## src/rtl/floo_clint_pkg.sv

```systemverilog
// Shared address map, handshake state and response types for the CLINT register block.
package floo_clint_pkg;

  localparam logic [15:0] MsipBase     = 16'h0000;
  localparam logic [15:0] MtimecmpBase = 16'h4000;
  localparam logic [15:0] MtimeLo      = 16'hBFF8;
  localparam logic [15:0] MtimeHi      = 16'hBFFC;

  typedef enum logic {Idle, Resp} clint_state_e;

  typedef struct packed {
    logic [31:0] rdata;
    logic        error;
  } clint_rsp_t;

  function automatic logic [31:0] apply_wstrb(input logic [31:0] old_val,
                                              input logic [31:0] wdata,
                                              input logic [3:0]  wstrb);
    logic [31:0] res;
    for (int b = 0; b < 4; b++) begin
      res[8*b +: 8] = wstrb[b] ? wdata[8*b +: 8] : old_val[8*b +: 8];
    end
    return res;
  endfunction

endpackage

```

## src/rtl/floo_clint_timer.sv

```systemverilog
// Machine timer: prescaler, 64-bit mtime, per-hart mtimecmp and registered mtip compare.
// Only instantiated when FLOO_CLINT_MTIMER_EN is defined.
module floo_clint_timer
  import floo_clint_pkg::*;
#(
  parameter int unsigned NumCores    = 9,
  parameter int unsigned PrescaleDiv = 1
) (
  input  logic                clk_i,
  input  logic                rst_i,
  input  logic                we_i,
  input  logic [15:0]         off_i,
  input  logic [31:0]         wdata_i,
  input  logic [3:0]          wstrb_i,
  output logic                hit_o,
  output logic [31:0]         rdata_o,
  output logic [NumCores-1:0] mtip_o
);

  logic [15:0]         presc_q, presc_d;
  logic [63:0]         mtime_q, mtime_d;
  logic [63:0]         cmp_q [NumCores];
  logic [63:0]         cmp_d [NumCores];
  logic [NumCores-1:0] mtip_q, mtip_d;

  logic [15:0] cmp_off;
  logic [12:0] cmp_idx;
  logic        cmp_hit, lo_hit, hi_hit, tick;
  logic        unused_off;

  assign cmp_off    = off_i - MtimecmpBase;
  assign cmp_idx    = cmp_off[15:3];
  assign cmp_hit    = (off_i >= MtimecmpBase) && (cmp_idx < 13'(NumCores));
  assign lo_hit     = (off_i == MtimeLo);
  assign hi_hit     = (off_i == MtimeHi);
  assign hit_o      = cmp_hit | lo_hit | hi_hit;
  assign tick       = (presc_q == 16'(PrescaleDiv - 1));
  assign unused_off = ^cmp_off[1:0];

  always_comb begin
    presc_d = tick ? 16'd0 : presc_q + 16'd1;
    mtime_d = tick ? mtime_q + 64'd1 : mtime_q;
    // A software write owns its half and suppresses the increment for the other half.
    if (we_i && lo_hit) begin
      mtime_d = {mtime_q[63:32], apply_wstrb(mtime_q[31:0], wdata_i, wstrb_i)};
      presc_d = 16'd0;
    end else if (we_i && hi_hit) begin
      mtime_d = {apply_wstrb(mtime_q[63:32], wdata_i, wstrb_i), mtime_q[31:0]};
      presc_d = 16'd0;
    end
    cmp_d   = cmp_q;
    rdata_o = '0;
    if (lo_hit) rdata_o = mtime_q[31:0];
    if (hi_hit) rdata_o = mtime_q[63:32];
    for (int i = 0; i < NumCores; i++) begin
      mtip_d[i] = (mtime_q >= cmp_q[i]);
      if (cmp_hit && (cmp_idx == 13'(i))) begin
        rdata_o = off_i[2] ? cmp_q[i][63:32] : cmp_q[i][31:0];
        if (we_i) begin
          if (off_i[2]) cmp_d[i][63:32] = apply_wstrb(cmp_q[i][63:32], wdata_i, wstrb_i);
          else          cmp_d[i][31:0]  = apply_wstrb(cmp_q[i][31:0], wdata_i, wstrb_i);
        end
      end
    end
  end

  always_ff @(posedge clk_i or posedge rst_i) begin
    if (rst_i) begin
      presc_q <= '0;
      mtime_q <= '0;
      mtip_q  <= '0;
      for (int i = 0; i < NumCores; i++) cmp_q[i] <= '1;
    end else begin
      presc_q <= presc_d;
      mtime_q <= mtime_d;
      mtip_q  <= mtip_d;
      cmp_q   <= cmp_d;
    end
  end

  assign mtip_o = mtip_q;

endmodule

```

## src/rtl/floo_clint_ctrl.sv

```systemverilog
// Core-local interruptor: msip registers plus optional machine timer behind a one-deep
// request/response register port. Timer enabled by defining FLOO_CLINT_MTIMER_EN.
module floo_clint_ctrl
  import floo_clint_pkg::*;
#(
  parameter int unsigned NumCores    = 9,
  parameter int unsigned AddrWidth   = 32,
  parameter int unsigned PrescaleDiv = 1
) (
  input  logic                 clk_i,
  input  logic                 rst_i,
  input  logic                 req_valid_i,
  output logic                 req_ready_o,
  input  logic [AddrWidth-1:0] req_addr_i,
  input  logic                 req_write_i,
  input  logic [31:0]          req_wdata_i,
  input  logic [3:0]           req_wstrb_i,
  output logic                 rsp_valid_o,
  input  logic                 rsp_ready_i,
  output logic [31:0]          rsp_rdata_o,
  output logic                 rsp_error_o,
  output logic [NumCores-1:0]  msip_o,
  output logic [NumCores-1:0]  mtip_o
);

  clint_state_e        state_q, state_d;
  clint_rsp_t          rsp_q, rsp_d;
  logic [NumCores-1:0] msip_q, msip_d;

  logic [15:0] off;
  logic [13:0] msip_idx;
  logic        accept, aligned, msip_hit, hit;
  logic [31:0] msip_rdata, rdata;
  logic        tmr_hit;
  logic [31:0] tmr_rdata;
  logic        unused_addr;

  assign off         = req_addr_i[15:0];
  assign msip_idx    = off[15:2];
  assign aligned     = (off[1:0] == 2'b00);
  assign accept      = req_valid_i & req_ready_o;
  assign msip_hit    = (off < MsipBase + 16'(4 * NumCores));
  assign hit         = aligned & (msip_hit | tmr_hit);
  assign unused_addr = ^req_addr_i[AddrWidth-1:16];

`ifdef FLOO_CLINT_MTIMER_EN
  floo_clint_timer #(
    .NumCores    (NumCores),
    .PrescaleDiv (PrescaleDiv)
  ) i_timer (
    .clk_i   (clk_i),
    .rst_i   (rst_i),
    .we_i    (accept & req_write_i & aligned),
    .off_i   (off),
    .wdata_i (req_wdata_i),
    .wstrb_i (req_wstrb_i),
    .hit_o   (tmr_hit),
    .rdata_o (tmr_rdata),
    .mtip_o  (mtip_o)
  );
`else
  assign tmr_hit   = 1'b0;
  assign tmr_rdata = '0;
  assign mtip_o    = '0;
`endif

  always_comb begin
    msip_rdata = '0;
    for (int i = 0; i < NumCores; i++) begin
      if (msip_hit && (msip_idx == 14'(i))) msip_rdata = {31'd0, msip_q[i]};
    end
    rdata = msip_hit ? msip_rdata : tmr_rdata;
  end

  always_comb begin
    state_d     = state_q;
    rsp_d       = rsp_q;
    msip_d      = msip_q;
    req_ready_o = (state_q == Idle);
    rsp_valid_o = (state_q == Resp);
    unique case (state_q)
      Idle: begin
        if (accept) begin
          rsp_d.error = ~hit;
          rsp_d.rdata = (hit && !req_write_i) ? rdata : 32'd0;
          if (hit && req_write_i && msip_hit && req_wstrb_i[0]) begin
            for (int i = 0; i < NumCores; i++) begin
              if (msip_idx == 14'(i)) msip_d[i] = req_wdata_i[0];
            end
          end
          state_d = Resp;
        end
      end
      Resp: begin
        if (rsp_ready_i) state_d = Idle;
      end
      default: state_d = Idle;
    endcase
  end

  always_ff @(posedge clk_i or posedge rst_i) begin
    if (rst_i) begin
      state_q <= Idle;
      rsp_q   <= '0;
      msip_q  <= '0;
    end else begin
      state_q <= state_d;
      rsp_q   <= rsp_d;
      msip_q  <= msip_d;
    end
  end

  assign rsp_rdata_o = rsp_q.rdata;
  assign rsp_error_o = rsp_q.error;
  assign msip_o      = msip_q;

endmodule

```

## config.mk

```make
export PLATFORM = sky130hd
export DESIGN_NAME = floo_clint_ctrl
export DESIGN_NICKNAME = d
export VERILOG_FILES = /design/src/rtl/floo_clint_pkg.sv /design/src/rtl/floo_clint_timer.sv /design/src/rtl/floo_clint_ctrl.sv
export SDC_FILE = /design/constraint.sdc
export NUM_CORES = 1
export LEC_CHECK = 0
export BUFFER_PORTS_ARGS = -buffer_cell sky130_fd_sc_hd__buf_2
export CAP_MARGIN = 40
export CORE_MARGIN = 2
export CORE_UTILIZATION = 36
export CTS_CLUSTER_SIZE = 30
export DETAILED_ROUTE_END_ITERATION = 12
export PLACE_DENSITY = 0.95
export SYNTH_ARGS = -nofsm -noshare
export SYNTH_HDL_FRONTEND = slang
export SYNTH_SLANG_ARGS = --single-unit
export TNS_END_PERCENT = 30
```

## constraint.sdc

```tcl
create_clock -name clk_i -period 3.4 [get_ports clk_i]
set_clock_uncertainty 0.1 [all_clocks]
set_input_delay 0.68 -clock clk_i [delete_from_list [all_inputs] [get_ports clk_i]]
set_output_delay 0.68 -clock clk_i [all_outputs]
set_load 0.03 [all_outputs]
```

# Word-level counts from Yosys, hierarchy flattened
# Index checks and enable logic that the tools add are counted.
[word_totals]
register_bits = 43
latchBits = 0
ramBits = 0
rom_bits = 0
inputBits = 73
out_inout_bits = 53
wordCells = 65
n_memories = 0
[classes]
add_sub_neg = 0
multipliers = 0
div = 0
n_lt_le_gt_ge = 1
eq_ne = 8
shift = 0
mux = 14
bitwise = 4
n_reduce_logical = 26
[ops]
columns = ["op", "n"]
rows = [
  ["2-to-1 mux 32 bit", 8],
  ["equality test 14 x 3 -> 1 bit, second input constant", 4],
  ["AND reduction 4 bit", 9],
  ["equality test 14 x 2 -> 1 bit, second input constant", 2],
  ["less-than comparator 16 x 6 -> 1 bit, second input constant", 1],
  ["equality test 14 x 1 -> 1 bit, second input constant", 1],
  ["equality test 14 x 4 -> 1 bit, second input constant", 1],
  ["zero test 14 bit", 1],
  ["logical AND 1 bit", 13],
  ["2-to-1 mux 1 bit", 5],
  ["bitwise AND 1 bit", 2],
  ["zero test 2 bit", 1],
  ["inverter 1 bit", 2],
  ["one-hot mux 1 bit (2 select lines)", 1],
  ["AND reduction 2 bit", 1],
  ["zero test 1 bit", 1],
]

# Depth between registers and ports, before layout
[depth]
word_depth = 13
mapped_depth = 5
ltp_nobuf = 4

# Worst setup path after synthesis
# OpenSTA, ideal clock, no wires.
[synth_timing]
path_type = "input to register"
from = "input req_addr_i[14]"
to = "register msip_q[8] (netlist: msip_o[8])"
setup_time_ps = 128
t_arrival_ps = 1787
required_ps = 3172
path_slack_ps = 1385
path_stages = 4
n_path_buf = 0
cell_sequence = "nor4_4 nand4_4 nor4_2 mux2_1"
[synth_via]
elab_chain_len = 6
elab_cells_between_ends = 7
classes_between = "1 x order compare; 1 x eq/ne; 1 x bitwise; 4 x reduce/logical"
[synth_lines]
columns = ["element", "line", "rtl"]
rows = [
  ["start: declaration", "floo_clint_ctrl.sv:14", "input logic [AddrWidth-1:0] req_addr_i,"],
  ["less-than comparator 16 x 6 -> 1 bit", "floo_clint_ctrl.sv:42", "assign msip_hit = (off < MsipBase + 16'(4 * NumCores));"],
  ["bitwise AND 1 bit", "floo_clint_ctrl.sv:43", "assign hit = aligned & (msip_hit | tmr_hit);"],
  ["logical AND 1 bit (3 in series)", "floo_clint_ctrl.sv:86", "if (hit && req_write_i && msip_hit && req_wstrb_i[0]) begin"],
  ["AND reduction 4 bit (no source line) *", "-", ""],
  ["end signal: assignment", "floo_clint_ctrl.sv:109", "msip_q <= msip_d;"],
  ["end: declaration", "floo_clint_ctrl.sv:28", "logic [NumCores-1:0] msip_q, msip_d;"],
]
# Mark *: on every way between the ends. The rest lies on a longest branch, timed or not.
# A chain may end at the register's enable or synchronous reset.

# Worst setup path in the final report
# Same ends and word-level chain as after synthesis.

==> results by group <==
Worst setup path
  – Crit path to: msip_o[8]
  – Reg2Reg Launch Point: rsp_valid_o
  – Reg2Reg Setup Slack: 1680 ps
  – Crit path arrival time: 2010 ps
  – Critical Path Source: req_addr_i[14]
  – Reg2reg end: msip_o[8]
  – CP endpoint kind: register
  – Worst setup SP type: input port
  – Worst path required time: 3470 ps
  – Critical Path Fanout Max: 10
  – R2R depth: 4
  – Critical path class: input port to register

Clock tree
  – Hold Buf Count CTS: 0
  – # resized after CTS: 0
  – Max clock buf depth: 2
  – TritonCTS Buffers: 3
  – H-Tree Level Count: 1
  – Post-CTS setup buffer count: 0
  – CTS tree: done
  – Clock Sinks: 12
  – Clk Latency, worst-skew pair: 280 ps
  – CTS root buffer: clkbuf_4
  – CTS clk-pin slew, worst paths: 70 ps

Job
  – Max Cap Viol: 0

Floorplan
  – Die Area: 3472 um2
  – Core Area: 2805 um2
  – Die Y: 58.93 um
  – Die span in x: 58.93 um
  – I/O pin cnt: 126
  – Rows: 19
  – Initial Util: 38.72%

Yosys
  – Mapped Cells: 110
  – Syn. warnings: 0
  – Post-synthesis register bit count: 12
  – Synth unique cells: 30
  – Yosys top cell area share: 27.65%
  – Synth Cell Area: 1086 um2
  – Leading area contributor after synthesis: buf_4
  – Syn avg cell area: 9.873 um2
  – Ranking of synthesized cells by area: buf_4 28%, dfrtp_1 28%, mux2_1 8.3%
  – Register area share after synthesis: 27.65%

Final layout
  – Layout cells sized above 1: 34.03%
  – Fin cells: 175
  – Area growth, synth to finish: 7.143%
  – Final nets: 218
  – ANT cells: 0
  – Commonest non-fill, non-tap cell in the layout: conb_1
  – Most frequent cells in the layout: 40 x conb_1, 35 x buf_2, 12 x dfrtp_1
  – # fillers: 275

Detailed routing
  – WL/cell: 11.37 um
  – Antenna Nets Post-Route: 0
  – Via count: 814
  – DRC viols: 7
  – Final wirelength: 1990 um
  – Vias per Instance: 4.651
  – 1st-pass router iterations: 8
  – Initial DRC Count: 17

Timing
  – Final Cycle Share: 57.07%
  – Endpoints failing hold: 0
  – Slew Viols, Final: 0
  – Min Clock Period, post-route: 1940 ps
  – Setup_tns: 0 ps
  – RSZ-0062 raised after global routing: no
  – Setup violators final: 0
  – Fmax: 515.4 MHz

Outcome
  – Failing checks: design-rule violations
  – Outcome: complete, but fails checks

GRT
  – Number of global-route vias before repair: 739
  – First-pass GRT wire length: 3118 um
  – GRT overflow: 0
  – Pin count of the biggest net entering global routing: 13
  – Total GRT Usage: 11.94%
  – Initial antenna violation count: 0

Power
  – Pwr Density: 324.2 nW/um2
  – Max IR drop VDD: 218.2 uV
  – Lkg Pwr: 0.6148 nW

Placed design
  – Final GP Congestion: 0.9381
  – DP Cell Count: 171
  – Buffers on Ports: 35
  – Dpl hpwl: 1672 um

Hold path
  – Worst hold path type: input port to async pin
worst min-delay path by stage:
stage                endpoint  slack [ps]            from
3_5_place_dp   rsp_rdata_o[0]         380  rsp_rdata_o[0]
3_3_place_gp   rsp_rdata_o[0]         370  rsp_rdata_o[0]
5_1_grt             msip_o[6]         340           rst_i
2_1_floorplan       msip_o[0]         440           rst_i
6_report            msip_o[6]         300           rst_i
4_1_cts             msip_o[6]         310           rst_i
stage by stage:
step           area, um2  power (mW)  utilization (%)  hold slack, ps  setup WS, ps
2_1_floorplan       1232      0.2740                -           444.7          1385
3_3_place_gp        1127      0.2630            40.19           370.0          1201
3_5_place_dp        1127      0.2644            40.19           379.7          1146
4_1_cts             1164      0.3792            41.48           306.8          1444
5_1_grt             1164      0.3931            41.48           341.4          1348
6_report            1164      0.3772            41.48           295.2          1460
sequential cells by signal, summed over array words and instances (netlist names):
register	cells
rsp_valid_o	1
rsp_rdata_o	1
rsp_error_o	1
msip_o	9
kinds of logic (layout without fill, tap and decap cells):
logic type | Yosys count | after routing | synth area share [%]
other cells | 1 | 40 | 0.3453
simple gates | 33 | 33 | 25.46
mux | 12 | 12 | 12.10
compound gates | 6 | 6 | 4.378
flops | 12 | 12 | 27.65
buf+inv | 46 | 41 | 30.07
layer usage:
layer	share of wire [%]	GRT usage [%]	vias to the layer above
met5	0	0	-
met3	9.9	1.758	5
met4	2.3	6.818	0
li1	-	-	378
met1	36	13.70	372
met2	52	20.95	59
area by class of cell:
cell class / count / area (um2) / area share (%)
Sequential cell: 12 / 300.3 / 25.81
Clock buffer: 4 / 36.28 / 3.118
Inverter: 2 / 7.507 / 0.6452
Timing Repair Buffer: 35 / 175.2 / 15.05
Tap cell: 31 / 38.79 / 3.333
Multi-Input combinational cell: 91 / 605.6 / 52.04
where the power goes:
| part | internal (mW) | switching [mW] | leakage (nW) | total, mW |
|---|---|---|---|---|
| combinational | 0.0214 | 0.0957 | 0.433 | 0.117 |
| sequential | 0.144 | 0.00113 | 0.161 | 0.145 |
| clock | 0.0653 | 0.0493 | 0.0210 | 0.115 |
| total | 0.231 | 0.146 | 0.615 | 0.377 |
cell usage after synthesis:
cell type	number
buf_4	40
o22ai_1	1
conb_1	1
nand4b_1	2
mux2_2	1
nand3_1	1
nand2_1	1
o21ai_0	1
mux2i_1	3
nor3_1	6
nand4_1	1
a22oi_1	1
nor3b_1	1
nor4_2	4
nand4_4	1
a32o_1	1
nor4bb_1	1
nand2b_1	2
clkbuf_1	1
o31a_1	1
mux2_1	8
nor4_1	2
buf_2	3
and2b_1	1
dfrtp_1	12
inv_1	2
a221o_1	1
nor2_1	6
nor4_4	3
or2_2	1
critical path, cell delays in order:
cell     delay [ps]
buf_2           110
nor4_4          310
nand4_4         230
nor4_2          320
mux2_1          340
Power figures use the tool's default switching activity.
